==> src/rtl/vga_pkg.sv <==
// Shared VGA constants, pattern-mode encoding and colour helpers used by the pattern generator.
package vga_pkg;

  localparam int ACTIVE_W = 640;
  localparam int ACTIVE_H = 480;
  localparam int COLOR_W  = 4;

  typedef enum logic [1:0] {
    MODE_BARS  = 2'd0,
    MODE_CHECK = 2'd1,
    MODE_BOX   = 2'd2,
    MODE_SOLID = 2'd3
  } mode_e;

  typedef struct packed {
    logic [COLOR_W-1:0] red;
    logic [COLOR_W-1:0] green;
    logic [COLOR_W-1:0] blue;
  } rgb_t;

  localparam rgb_t RGB_WHITE = rgb_t'(12'hFFF);
  localparam rgb_t RGB_BLUE  = rgb_t'(12'h008);
  localparam rgb_t RGB_GREY  = rgb_t'(12'h888);

  // Eight 80-pixel bars; each {R,G,B} code bit becomes a full-scale or zero channel.
  function automatic rgb_t barColor(input logic [9:0] ax);
    logic [9:0] idx;
    logic [2:0] code;
    idx = ax / 10'd80;
    case (idx)
      10'd0:   code = 3'b111;
      10'd1:   code = 3'b110;
      10'd2:   code = 3'b011;
      10'd3:   code = 3'b010;
      10'd4:   code = 3'b101;
      10'd5:   code = 3'b100;
      10'd6:   code = 3'b001;
      default: code = 3'b000;
    endcase
    return '{{COLOR_W{code[2]}}, {COLOR_W{code[1]}}, {COLOR_W{code[0]}}};
  endfunction

endpackage

==> src/rtl/vga_box_mover.sv <==
// Bouncing box position: steps one pixel per axis at each frame start and reverses at the active-area edges.
module vga_box_mover
  import vga_pkg::*;
#(
  parameter int BOX_SIZE = 64
) (
  input  logic       clk_i,
  input  logic       rst_i,
  input  logic       frameStart_i,
  output logic [9:0] boxX_o,
  output logic [9:0] boxY_o
);

  localparam logic [9:0] X_LIMIT = 10'(ACTIVE_W - BOX_SIZE);
  localparam logic [9:0] Y_LIMIT = 10'(ACTIVE_H - BOX_SIZE);

  logic [9:0] boxX_q, boxX_d, boxY_q, boxY_d;
  logic       dirX_q, dirX_d, dirY_q, dirY_d;

  // Direction 1 means increasing; the step that flips direction already moves away from the edge.
  function automatic logic [10:0] bounceStep(input logic [9:0] pos, input logic dir,
                                             input logic [9:0] limit);
    logic newDir;
    newDir = dir;
    if (dir && pos == limit) newDir = 1'b0;
    else if (!dir && pos == 10'd0) newDir = 1'b1;
    return {newDir, newDir ? pos + 10'd1 : pos - 10'd1};
  endfunction

  always_comb begin
    {dirX_d, boxX_d} = {dirX_q, boxX_q};
    {dirY_d, boxY_d} = {dirY_q, boxY_q};
    if (frameStart_i) begin
      {dirX_d, boxX_d} = bounceStep(boxX_q, dirX_q, X_LIMIT);
      {dirY_d, boxY_d} = bounceStep(boxY_q, dirY_q, Y_LIMIT);
    end
  end

  always_ff @(posedge clk_i) begin
    if (rst_i) begin
      boxX_q <= '0;
      boxY_q <= '0;
      dirX_q <= 1'b1;
      dirY_q <= 1'b1;
    end else begin
      boxX_q <= boxX_d;
      boxY_q <= boxY_d;
      dirX_q <= dirX_d;
      dirY_q <= dirY_d;
    end
  end

  assign boxX_o = boxX_q;
  assign boxY_o = boxY_q;

endmodule

==> src/rtl/vga_pattern_gen.sv <==
// Test-pattern generator with a 2-cycle aligned sync/RGB pipeline and frame-synchronous mode switching.
// Define PATTERN_GEN_BORDER_EN to draw a white 1-pixel border around the active area.
module vga_pattern_gen
  import vga_pkg::*;
#(
  parameter int H_OFFSET = 144,
  parameter int V_OFFSET = 35,
  parameter int BOX_SIZE = 64
) (
  input  logic               i_clk,
  input  logic               i_rst,
  input  logic               i_hsync,
  input  logic               i_vsync,
  input  logic               i_vid_on,
  input  logic [9:0]         i_pix_x,
  input  logic [9:0]         i_pix_y,
  input  logic [1:0]         i_mode_sel,
  input  logic               i_mode_load,
  output logic               o_hsync,
  output logic               o_vsync,
  output logic [COLOR_W-1:0] o_red,
  output logic [COLOR_W-1:0] o_green,
  output logic [COLOR_W-1:0] o_blue,
  output logic               o_frame_start
);

  logic [9:0] ax, ay, boxX, boxY;
  logic       frameStart, inBox;
  rgb_t       pixColor;
  mode_e      modeActive_q, modeActive_d, modePend_q, modePend_d;
  logic       vsyncPrev_q;
  logic       hsync1_q, vsync1_q, frameStart1_q, hsync2_q, vsync2_q, frameStart2_q;
  rgb_t       rgb1_q, rgb2_q;

  assign ax         = i_pix_x - 10'(H_OFFSET);
  assign ay         = i_pix_y - 10'(V_OFFSET);
  assign frameStart = i_vsync & ~vsyncPrev_q;
  assign inBox      = ({1'b0, ax} >= {1'b0, boxX}) && ({1'b0, ax} < {1'b0, boxX} + 11'(BOX_SIZE)) &&
                      ({1'b0, ay} >= {1'b0, boxY}) && ({1'b0, ay} < {1'b0, boxY} + 11'(BOX_SIZE));

  vga_box_mover #(
    .BOX_SIZE (BOX_SIZE)
  ) u_box_mover (
    .clk_i        (i_clk),
    .rst_i        (i_rst),
    .frameStart_i (frameStart),
    .boxX_o       (boxX),
    .boxY_o       (boxY)
  );

  // A strobe landing on the frame-start cycle goes straight through to the active mode.
  always_comb begin
    modePend_d   = modePend_q;
    modeActive_d = modeActive_q;
    if (i_mode_load) modePend_d = mode_e'(i_mode_sel);
    if (frameStart)  modeActive_d = modePend_d;
  end

  always_comb begin
    pixColor = '0;
    case (modeActive_q)
      MODE_BARS:  pixColor = barColor(ax);
      MODE_CHECK: pixColor = (ax[5] ^ ay[5]) ? RGB_WHITE : '0;
      MODE_BOX:   pixColor = inBox ? RGB_WHITE : RGB_BLUE;
      MODE_SOLID: pixColor = RGB_GREY;
      default:    pixColor = '0;
    endcase
`ifdef PATTERN_GEN_BORDER_EN
    if (ax == 10'd0 || ax == 10'(ACTIVE_W - 1) || ay == 10'd0 || ay == 10'(ACTIVE_H - 1))
      pixColor = RGB_WHITE;
`endif
    if (!i_vid_on) pixColor = '0;
  end

  // Colour is blanked before the first stage, so both stages carry sync and RGB in lockstep.
  always_ff @(posedge i_clk) begin
    if (i_rst) begin
      vsyncPrev_q   <= 1'b0;
      modePend_q    <= MODE_BARS;
      modeActive_q  <= MODE_BARS;
      hsync1_q      <= 1'b0;
      vsync1_q      <= 1'b0;
      frameStart1_q <= 1'b0;
      rgb1_q        <= '0;
      hsync2_q      <= 1'b0;
      vsync2_q      <= 1'b0;
      frameStart2_q <= 1'b0;
      rgb2_q        <= '0;
    end else begin
      vsyncPrev_q   <= i_vsync;
      modePend_q    <= modePend_d;
      modeActive_q  <= modeActive_d;
      hsync1_q      <= i_hsync;
      vsync1_q      <= i_vsync;
      frameStart1_q <= frameStart;
      rgb1_q        <= pixColor;
      hsync2_q      <= hsync1_q;
      vsync2_q      <= vsync1_q;
      frameStart2_q <= frameStart1_q;
      rgb2_q        <= rgb1_q;
    end
  end

  assign o_hsync       = hsync2_q;
  assign o_vsync       = vsync2_q;
  assign o_frame_start = frameStart2_q;
  assign o_red         = rgb2_q.red;
  assign o_green       = rgb2_q.green;
  assign o_blue        = rgb2_q.blue;

endmodule
==> config.mk <==
export PLATFORM = sky130hd
export DESIGN_NAME = vga_pattern_gen
export DESIGN_NICKNAME = d
export VERILOG_FILES = /design/src/rtl/vga_pkg.sv /design/src/rtl/vga_box_mover.sv /design/src/rtl/vga_pattern_gen.sv
export SDC_FILE = /design/constraint.sdc
export NUM_CORES = 1
export LEC_CHECK = 0
export BUFFER_PORTS_ARGS = -buffer_cell sky130_fd_sc_hd__buf_2
export CELL_PAD_IN_SITES_DETAIL_PLACEMENT = 2
export CELL_PAD_IN_SITES_GLOBAL_PLACEMENT = 2
export CORE_AREA = 4 4 106 108
export CTS_CLUSTER_DIAMETER = 50
export DETAILED_ROUTE_END_ITERATION = 16
export DIE_AREA = 0 0 110 112
export PLACE_DENSITY_LB_ADDON = 0.1
export SYNTH_ARGS = -nofsm -noshare
export SYNTH_HDL_FRONTEND = slang
export SYNTH_SLANG_ARGS = --single-unit
==> constraint.sdc <==
create_clock -name i_clk -period 3.4 [get_ports i_clk]
set_clock_uncertainty 0.15 [all_clocks]
set_input_delay 0 -clock i_clk [delete_from_list [all_inputs] [get_ports i_clk]]
set_output_delay 0 -clock i_clk [all_outputs]
set_load 0.01 [all_outputs]
---- Word level (Yosys, flattened, before mapping) ----
Cells that the tools add are included.
W data, S select, Z words.
operators by class
  $add $sub $neg .......................... 8
  divide/modulo/power cells ............... 1
  magnitude comparators ................... 4
  eq/ne operators ......................... 11
  mux-type cells .......................... 13
  bitwise operators ....................... 4
  reduce and logical (&&, ||, !) cells .... 14
operators by type and width
  operator                 number
  $pmux W12 S4             1
  $eq A10 B3 Y1 const B    3
  $logic_not A10 Y1        3
  $mux W12                 2
  $add A10 B7 Y11 const B  2
  $lt A10 B11 Y1           2
  $pmux W3 S7              1
  $add A10 B1 Y10 const B  2
  $eq A10 B2 Y1 const B    2
  $ge A10 B10 Y1           2
  $mux W10                 2
  $sub A10 B1 Y10 const B  2
  $div A10 B7 Y10 const B  1
  $eq A10 B1 Y1 const B    1
  $eq A10 B10 Y1 const B   1
  $eq A10 B9 Y1 const B    1
  $sub A10 B6 Y10 const B  1
  $sub A10 B8 Y10 const B  1
  $logic_and A1 B1 Y1      7
  $mux W1                  6
  $eq A2 B2 Y1 const B     2
  $eq A2 B1 Y1 const B     1
  $logic_not A1 Y1         2
  $logic_not A2 Y1         1
  5 further kinds          6
word-level totals
  register bits ........................... 56
  input port bits ......................... 28
  output and inout port bits .............. 15
  word-level logic and storage cells ...... 73

---- Longest topological paths before layout ----
Gate-level depths: netlist of run 1.
  word-level depth ........................ 7
  gate-level depth with buffers ........... 13

---- Cells and area by module ----
From an unflattened synthesis of run 1, not the netlist that was laid out.
unflattened totals
  cell total of the unflattened synthesis .. 483
  area, all modules ....................... 3956.3 um^2
modules (own cells, without submodules)
  module           times used  cells an instance  area an instance (um^2)
  vga_pattern_gen  1           283                2199.6
  vga_box_mover    1           200                1756.7

---- Worst setup path before layout of run 1 ----
Ideal clock, no wire load.
  path kind ............................... reg2reg
  start ................................... register u_box_mover.boxX_q[6], in the netlist u_box_mover.boxX_o[6]
  end ..................................... register u_box_mover.boxX_q[8], in the netlist u_box_mover.boxX_o[8]
  library setup time ...................... 0.129 ns
  data arrival time ....................... 2.707 ns
  data required time ...................... 3.121 ns
  slack ................................... 0.414 ns
  stages on the path, launching flop included .. 14
  path buffers ............................ 0
  period minus slack after synthesis ...... 2.986 ns
  path through ............................ dfxtp_1 -> inv_1 -> ha_1 -> a31oi_1 -> nor2_1 -> a21oi_2 -> ha_1 -> a21o_1 -> a21oi_1 -> o21bai_1 -> a2111oi_0 -> nor3_1 -> mux2i_1 -> o31ai_1
on the way
  cells in the longest elaborated chain, start to end .. 6
  elaborated cells between the ends (all ways) .. 10
ends and longest elaborated chain
  item                                                                     line                 RTL
  start: declaration                                                       vga_box_mover.sv:17  logic [9:0] boxX_q, boxX_d, boxY_q, boxY_d;
  start signal: assignment                                                 vga_box_mover.sv:46  boxX_q <= boxX_d;
  parallel branches: the longest is 5 deep, another holds $sub A10 B1 Y10  n/a
  $mux W10 (*)                                                             vga_box_mover.sv:27  return {newDir, newDir ? pos + 10'd1 : pos - 10'd1};
Every way passes the cells marked *. The select of a mux whose other input is x is not followed.
A chain may end at the register's enable or synchronous reset.

---- Final worst setup path of run 1 ----
  start ................................... register u_box_mover.boxX_q[5], in the netlist u_box_mover.boxX_o[5]
  end ..................................... register u_box_mover.boxX_q[9], in the netlist u_box_mover.boxX_o[9]
Same word-level chain as after synthesis.

==> flow_summary.toml, run 1 <==
[pwr]
ir_drop_uv = 197
switchingPower_mw = 0.464
power.internal_mw = 0.949
switching_share_pct = 32.9
combPwrFrac_pct = 30.2
pwr-share-clk_pct = 29.4
seq_power_share_pct = 40.4
power_density_mw_per_mm2 = 334
total_power_mw = 1.41
p_leak_nw = 1.87

[yosys]
syn_nets = 512
synth_xor_area_share_pct = 8.28
yosys_most_used_dff = "dfxtp_1"
synth_most_common_cell = "ha_1"
avgSynthCellArea_sq_um = 8.42
yosys-top-cells-area = "dfxtp_1 (24%), ha_1 (18%), a21oi_1 (5.7%)"
synth_edf_count = 0
synthTopCellsByCount = "ha_1 (53), dfxtp_1 (44), a21oi_1 (41)"
synth-compound-area-share_pct = 19.9
synthMuxAreaShare_pct = 1.14
yosys.area.top_type = "dfxtp_1"
synth_fa_ha_area_share_pct = 19.8
yosysSeqAreaShare_pct = 24.4
synthDominantCellAreaShare_pct = 24.4
ys_types = 60
synth_area_sq_mm = 0.00361
syn_inst = 429
synth-async-reset-ratio_pct = 0
synth_warnings = 0
synth_top_family_by_area = "compound AO/OA/AOI/OAI gates"
synthSimpleGateAreaFrac_pct = 19.3
synth-seq-cells = 44

[drt]
drc = 0
wl_per_cell_um = 17.0
dr.pass1.iters = 4
ant_nets = 0
vias = 3261
wl_um = 10600
vias_per_cell = 5.23
drtIter0Drc = 73

[sta]
rsz0062_at_grt = "no"
fin_setup_tns_ns = 0
timing.final.crit_share_pct = 93.6
drv_slew = 0
setup_slack_ns = 0.216
setup_violations = 0
max_freq_mhz = 314
min_period_ns = 3.18
slew_headroom_pct = 46.6
hold_violations = 0
worstMarginPinSlew_ns = 0.801
fin_hold_ws_ns = 0.00926

[status]
outcome = "complete, no violations"

[setup_path]
slowest_stage = "or4_1"
critPathMaxFanout = 8
path_cells = "nor4_2 > a31oi_1 > nor2_1 > a21oi_4 > buf_4 > ha_1 > or4_1 > o22ai_2 > o21ai_0 > xnor2_1 > or3_1 > a21oi_1"
arrival_ns = 3.27
critical_path_class = "flop to flop"
cpPeakStageDelay_ns = 0.50
cp_num_buf_inv = 1
cp-end-kind = "flop"
cp.required_ns = 3.49
worst_setup_path_start_kind = "flop"
path_delay_family = "simple AND/OR/NAND/NOR gates"

[placement]
place_congestion = 0.783
pre_cts_ws_ns = 0.0837
dp_cells = 603
dpl_cell_area_sq_mm = 0.00396
numPortBuffers = 42
detailed_place_hpwl_um = 8180

[final_layout]
final_nets = 570
post-route-cell-area_sq_mm = 0.00423
syn_to_final_growth_pct = 17.1
drive_gt1_share_pct = 17.6
fill_cells = 1152
n_antenna_cell = 0
finalCoreUtilization_pct = 41.3
fin_cells = 624

[grt]
grt_use_met3_pct = 2.32
antenna_found_initial = 0
grt_max_degree = 25
busiest_layer = "met2"
track_usage_pct = 17.9
grt_overflow = 0
grt.met1_usage_pct = 24.2
grt_pass1_vias = 3645
use_met2_pct = 30.9
grt_pass1_wl_um = 17800

[floorplanning]
start_util_pct = 35.3
core_area_sq_mm = 0.0102
die_area_sq_mm = 0.0123
ioPinCount = 43
rows = 37
die_x_um = 110
die_y_um = 112

[clock_network]
htreeDepth = 2
cts_tree = "yes"
cts.path.max_buffers = 2
clk_pin_slew_ns = 0.09
cts_made_buffers = 5
clock_latency_ns = 0.30
root_buffer = "clkbuf_8"
cts_sinks = 44

[worst_hold_path]
hold_path_class = "input pin to flop"

[job]
cap_viol_max_count = 0
## flip-flops by register name (all words and copies together), names as in the netlist
signal              cells
u_box_mover.boxX_o     10
hsync1_q                1
o_hsync                 1
o_red                   2
u_box_mover.dirY_q      1
o_frame_start           1
u_box_mover.dirX_q      1
o_blue                  2
u_box_mover.boxY_o     10
rgb1_q                  6
vsync1_q                1
modePend_q              2
o_vsync                 1
frameStart1_q           1
o_green                 2
modeActive_q            2
## layout by cell type (no fill, tap or decap), types with 3 or more instances in the layout
cell type	netlist	layout
xnor2_1	20	20
or4_1	3	3
o31ai_1	4	4
nand3_1	12	12
buf_4	7	18
mux2i_1	3	3
a31oi_1	6	6
a211oi_1	6	6
dlygate4sd3_1	0	10
nand2_1	28	28
inv_1	32	32
o21a_1	8	8
or3_1	6	6
nor2b_1	15	15
nand4_1	3	3
buf_2	0	42
nand3b_1	3	3
nor3_1	13	12
clkbuf_8	0	5
dfxtp_1	44	44
ha_1	53	53
o21ai_0	13	13
nor2_1	33	33
nand2b_1	6	6
a21oi_1	41	41
xor2_1	11	11
a21o_1	4	4
## worst register-to-register path, cell delays in order (launching register included)
cell	delay, ns
dfxtp_1	0.37
nor4_2	0.34
a31oi_1	0.14
nor2_1	0.20
a21oi_4	0.10
buf_4	0.17
ha_1	0.24
or4_1	0.50
o22ai_2	0.14
o21ai_0	0.15
xnor2_1	0.16
or3_1	0.33
a21oi_1	0.14
## path summary, 6_finish.rpt
check	from	end	slack, ns	cells after the start
hold / removal	i_mode_load	modeActive_q[0]$_SDFFE_PP0P_	0.009	3
hold reg to reg	rgb1_q[2]$_SDFF_PP0_	o_blue[2]$_SDFF_PP0_	0.31	1
setup / recovery	u_box_mover.boxX_o[5]$_SDFFE_PP0P_	u_box_mover.boxX_o[9]$_SDFFE_PP0P_	0.22	12
setup reg to reg	u_box_mover.boxX_o[5]$_SDFFE_PP0P_	u_box_mover.boxX_o[9]$_SDFFE_PP0P_	0.22	12
## cells by family (layout without fill, tap and decap cells)
| logic type | after synthesis | count (layout) |
|---|---|---|
| flip-flops | 44 | 44 |
| XOR/XNOR | 32 | 32 |
| multiplexers | 4 | 4 |
| AND/OR/NAND/NOR | 132 | 132 |
| AO/OA/AOI/OAI | 110 | 110 |
| buffers and inverters | 51 | 110 |
| adder cells (fa/ha/maj) | 56 | 56 |
## area by class of cell
cell class / instances / area, sq um / area share (%)
sequential: 44 / 881 / 20.8
tap: 136 / 170 / 4.02
clock buffer: 6 / 72.6 / 1.72
clock inverter: 2 / 35.0 / 0.828
timing repair buffer: 70 / 445 / 10.5
inverter: 32 / 120 / 2.84
multi-input combinational: 334 / 2500 / 59.2
## power groups by stage
| stage | Clock, mW | Combinational (mW) | Sequential, mW |
|---|---|---|---|
| 3_5_place_dp | 0 | 0.414 | 0.581 |
| 5_1_grt | 0.458 | 0.487 | 0.575 |
| 4_1_cts | 0.433 | 0.427 | 0.569 |
| 3_3_place_gp | 0 | 0.396 | 0.580 |
| 6_report | 0.416 | 0.427 | 0.570 |
| 2_1_floorplan | 0 | 0.291 | 0.577 |
## routing by layer
layer	up-vias	wire length, um
met5	-	0
met4	0	40
met3	4	291
met2	42	5090
met1	1588	5220
li1	1627	-
## timing repair
item / in CTS / in global routing
endpoints found under the setup margin: 0 / 3
buffers inserted: 0 / 3
endpoints found under the hold margin: 15 / 0
resized for setup: 0 / 7
hold buffers: 10 / 0
No activity file was read; power rests on OpenSTA's default activity.
==> inputs of run 2 (changes only) <==
Settings changed: ABC_AREA set to 0, CORE_AREA 4 4 106 108 to 2 2 104 106, DIE_AREA 0 0 110 112 to 0 0 106 108.
==> flow_summary.toml, run 2 (synthesis results as in run 1) <==
[pwr]
total_power_mw = 1.43
ir_drop_uv = 138
p_leak_nw = 1.87
power_density_mw_per_mm2 = 338

[grt]
grt_overflow = 0
grt_max_degree = 27
grt_pass1_vias = 3563
grt.met1_usage_pct = 25.9
busiest_layer = "met2"
use_met2_pct = 33.7
track_usage_pct = 19.4
grt_use_met3_pct = 2.65
antenna_found_initial = 0
grt_pass1_wl_um = 17600

[drt]
dr.pass1.iters = 4
drc = 0
ant_nets = 0
drtIter0Drc = 84
wl_um = 10600
wl_per_cell_um = 17.1
vias = 3286
vias_per_cell = 5.28

[setup_path]
critical_path_class = "flop to flop"
arrival_ns = 3.26
path_delay_family = "compound AO/OA/AOI/OAI gates"
r2r_slack_ns = 0.24
cp_num_buf_inv = 0
cp-end-kind = "flop"
critPathMaxFanout = 5
r2r_start = "u_box_mover.boxY_o[0]$_SDFFE_PP0P_"
critPathMostFrequentCell = "a21oi_1"
cpPeakStageDelay_ns = 0.39
reg2regPathDepth = 12
cp.required_ns = 3.49
r2r_end = "u_box_mover.boxY_o[9]$_SDFFE_PP0P_"
slowest_stage = "dfxtp_1"
worst_setup_path_start_kind = "flop"
path_cells = "nor4_2 > nand4_1 > a21oi_1 > a21o_2 > ha_1 > a21oi_1 > o21ai_1 > o22ai_2 > o21ai_0 > xnor2_1 > or3_1 > a21oi_1"

[clock_network]
clk_pin_slew_ns = 0.10
root_buffer = "clkbuf_8"
clock_latency_ns = 0.31
cts_made_buffers = 5
cts.path.max_buffers = 2
cts_sinks = 44
cts_tree = "yes"
htreeDepth = 2

[sta]
min_period_ns = 3.16
worstMarginPinSlew_ns = 0.764
setup_violations = 0
hold_violations = 0
drv_slew = 0
slew_headroom_pct = 49.1
max_freq_mhz = 316
fin_setup_tns_ns = 0
rsz0062_at_grt = "no"
timing.final.crit_share_pct = 93.0

[worst_hold_path]
hold_path_end = "u_box_mover.boxY_o[3]$_SDFFE_PP0P_"
min_path_cells = 2
hold_start = "i_rst"
hold_path_class = "input pin to flop"

[final_layout]
n_antenna_cell = 0
layout_commonest_cell = "ha_1"
drive_gt1_share_pct = 17.7
syn_to_final_growth_pct = 16.6
multi_input_area_sq_mm = 0.00252
seqCellArea_sq_um = 881
fill_cells = 1179
final_nets = 568
final_cell_mix = "ha_1 (53), dfxtp_1 (44), buf_2 (42)"

[floorplanning]
start_util_pct = 35.3
core_area_sq_mm = 0.0102
ioPinCount = 43
die_y_um = 108
die_area_sq_mm = 0.0114
die_x_um = 106
rows = 37

[placement]
detailed_place_hpwl_um = 8230
numPortBuffers = 42
place_congestion = 0.783

[job]
cap_viol_max_count = 0

[status]
outcome = "complete, no violations"
run 2: layer usage:
| metal | part of all wire, % | wire length (um) | vias to the layer above |
|---|---|---|---|
| met1 | 49 | 5240 | 1611 |
| met5 | 0 | 0 | - |
| met4 | 1.0 | 108 | 0 |
| met3 | 2.1 | 226 | 10 |
| li1 | - | - | 1629 |
| met2 | 48 | 5070 | 36 |
run 2: cell type report:
cell class              count  share of cell area (%)
well taps                 136                    4.04
inverters                  32                    2.85
multi-input cells         335                    59.8
flip-flops and latches     44                    20.9
clock inverters             2                   0.832
repair buffers             67                    9.86
clock buffers               6                    1.72
run 2: power breakdown:
group	total (mW)	switching, mW	internal [mW]	leakage (nW)
combinational	0.436	0.246	0.190	1.45
clock	0.419	0.201	0.219	0.0552
sequential	0.570	0.0267	0.544	0.359
total	1.43	0.474	0.952	1.87
run 2: worst max path at each step:
stage          slack, ns  depth (start not counted)                            endpoint                               start
2_1_floorplan       0.41                         13  u_box_mover.boxX_o[8]$_SDFFE_PP0P_  u_box_mover.boxX_o[6]$_SDFFE_PP0P_
3_3_place_gp        0.27                         11  u_box_mover.boxX_o[8]$_SDFFE_PP0P_  u_box_mover.boxX_o[2]$_SDFFE_PP0P_
3_5_place_dp        0.12                         12  u_box_mover.boxY_o[9]$_SDFFE_PP0P_  u_box_mover.boxY_o[0]$_SDFFE_PP0P_
4_1_cts             0.10                         12  u_box_mover.boxY_o[9]$_SDFFE_PP0P_  u_box_mover.boxY_o[0]$_SDFFE_PP0P_
5_1_grt             0.02                         12  u_box_mover.boxY_o[9]$_SDFFE_PP0P_  u_box_mover.boxY_o[0]$_SDFFE_PP0P_
6_report            0.24                         12  u_box_mover.boxY_o[9]$_SDFFE_PP0P_  u_box_mover.boxY_o[0]$_SDFFE_PP0P_
run 2: through the flow:
step	util, %	std cells	setup WS (ns)	hold slack, ns	area [sq um]
after floorplan	-	429	0.414	-0.0218	3610
after global placement	38.7	603	0.269	0.0731	3960
after detailed placement	38.7	603	0.120	0.0828	3960
after CTS	40.5	618	0.103	0.00734	4140
after global routing	41.2	622	0.0156	0.0358	4210
final	41.2	622	0.237	0.00872	4210
run 2: worst reg2reg max path, cell delays in order (launching register included):
cell	delay (ns)
dfxtp_1	0.39
nor4_2	0.36
nand4_1	0.15
a21oi_1	0.24
a21o_2	0.19
ha_1	0.26
a21oi_1	0.24
o21ai_1	0.19
o22ai_2	0.19
o21ai_0	0.15
xnor2_1	0.16
or3_1	0.31
a21oi_1	0.14
run 2: what timing repair did:
action / CTS / global route
hold buffers: 7 / 0
endpoints found under the hold margin: 11 / 0
setup endpoints to repair: 0 / 3
setup buffers: 0 / 3
resized for setup: 0 / 7
==> inputs of run 3 (changes only) <==
Settings changed: REMOVE_ABC_BUFFERS set to 1.
==> flow_summary.toml, run 3 (synthesis results as in run 1) <==
[worst_hold_path]
hold_path_class = "input pin to flop"
min_path_cells = 2

[sta]
timing.final.crit_share_pct = 94.3
worstMarginPinSlew_ns = 0.883
min_period_ns = 3.21
fin_hold_ws_ns = 0.0405
hold_violations = 0
drv_slew = 0
max_freq_mhz = 312
setup_slack_ns = 0.193
slew_headroom_pct = 41.1
fin_setup_tns_ns = 0
setup_violations = 0

[clock_network]
root_buffer = "clkbuf_8"
clock_latency_ns = 0.31
cts.path.max_buffers = 2
cts_tree = "yes"
cts_made_buffers = 5
post_cts_buffers = 0
htreeDepth = 2
cts_sinks = 44
clk_pin_slew_ns = 0.09

[grt]
grt.met1_usage_pct = 22.1
grt_overflow = 0
use_met2_pct = 38.6
grt_use_met3_pct = 2.47
track_usage_pct = 19.5
grt_pass1_wl_um = 17900
grt_pass1_vias = 3692
grt_max_degree = 30
busiest_layer = "met2"
antenna_found_initial = 0

[final_layout]
layout_commonest_cell = "ha_1"
final_nets = 561
fin_cells = 615
final_cell_mix = "ha_1 (53), dfxtp_1 (43), buf_2 (42)"
n_antenna_cell = 0
drive_gt1_share_pct = 16.5
finalCoreUtilization_pct = 40.5
syn_to_final_growth_pct = 14.8
multi_input_area_sq_mm = 0.00251
seqCellArea_sq_um = 882
fill_cells = 1163
post-route-cell-area_sq_mm = 0.00415

[pwr]
p_leak_nw = 1.80
total_power_mw = 1.36
power_density_mw_per_mm2 = 327
ir_drop_uv = 161

[setup_path]
slowest_stage = "fa_1"
reg2regPathDepth = 13
cp-end-kind = "flop"
worst_setup_path_start_kind = "flop"
critical_path_class = "flop to flop"
cpPeakStageDelay_ns = 0.40
arrival_ns = 3.24
r2r_slack_ns = 0.19
cp.required_ns = 3.43
critPathMaxFanout = 6
path_cells = "nor4_4 > a31oi_1 > nor2_1 > a21oi_2 > buf_4 > fa_1 > a21o_1 > a21oi_1 > o21bai_1 > a2111oi_2 > nor3_1 > mux2i_1 > o31ai_1"

[drt]
drc = 0
vias = 3234
drtIter0Drc = 67
wl_um = 10400
dr.pass1.iters = 4
wl_per_cell_um = 16.9
ant_nets = 0
vias_per_cell = 5.26

[status]
outcome = "complete, no violations"

[floorplanning]
die_y_um = 108
die_x_um = 106
core_area_sq_mm = 0.0102
start_util_pct = 35.3
die_area_sq_mm = 0.0114
rows = 37
ioPinCount = 43

[placement]
dpl_cell_area_sq_mm = 0.00393
numPortBuffers = 42
dp_cells = 599
detailed_place_hpwl_um = 8100
pre_cts_ws_ns = 0.159
place_congestion = 0.769

[job]
cap_viol_max_count = 0
[run 3: worst paths after layout]
path                                                         start                                 end
worst max-delay path            u_box_mover.boxX_o[5]$_SDFFE_PP0P_  u_box_mover.boxX_o[8]$_SDFFE_PP0P_
worst min register to register                rgb1_q[6]$_SDFF_PP0_               o_green[2]$_SDFF_PP0_
worst min-delay path                                         i_rst            modePend_q[0]$_SDFF_PP0_
worst max register to register  u_box_mover.boxX_o[5]$_SDFFE_PP0P_  u_box_mover.boxX_o[8]$_SDFFE_PP0P_
[run 3: routing by layer]
metal,up-vias,part of all wire (%)
met5,-,0
met3,11,2.2
met1,1581,43
met2,32,54
li1,1610,-
met4,0,1.2
[run 3: area by class of cell]
type / instances / share of cell area, %
clock buffer: 7 / 2.08
clock inverter: 1 / 0.181
inverter: 32 / 2.90
multi-input combinational: 334 / 60.5
sequential: 44 / 21.3
tap: 136 / 4.10
timing repair buffer: 61 / 8.99
[run 3: timing repair]
item	in CTS	in global routing
hold buffers	8	0
hold endpoints to repair	12	0
resized for setup	0	8
setup endpoints to repair	0	4
[run 3: critical path, delay by kind of cell, from the launching register on]
family	cells	cell delay, ns
AO/OA/AOI/OAI	7	1.20
AND/OR/NAND/NOR	3	0.59
adder cells (fa/ha/maj)	1	0.40
multiplexers	1	0.19
flip-flops	1	0.37
buffers and inverters	1	0.19
[run 3: power breakdown]
group | switching (mW) | total [mW] | internal, mW
clock | 0.200 | 0.366 | 0.166
combinational | 0.241 | 0.423 | 0.182
sequential | 0.0239 | 0.568 | 0.544
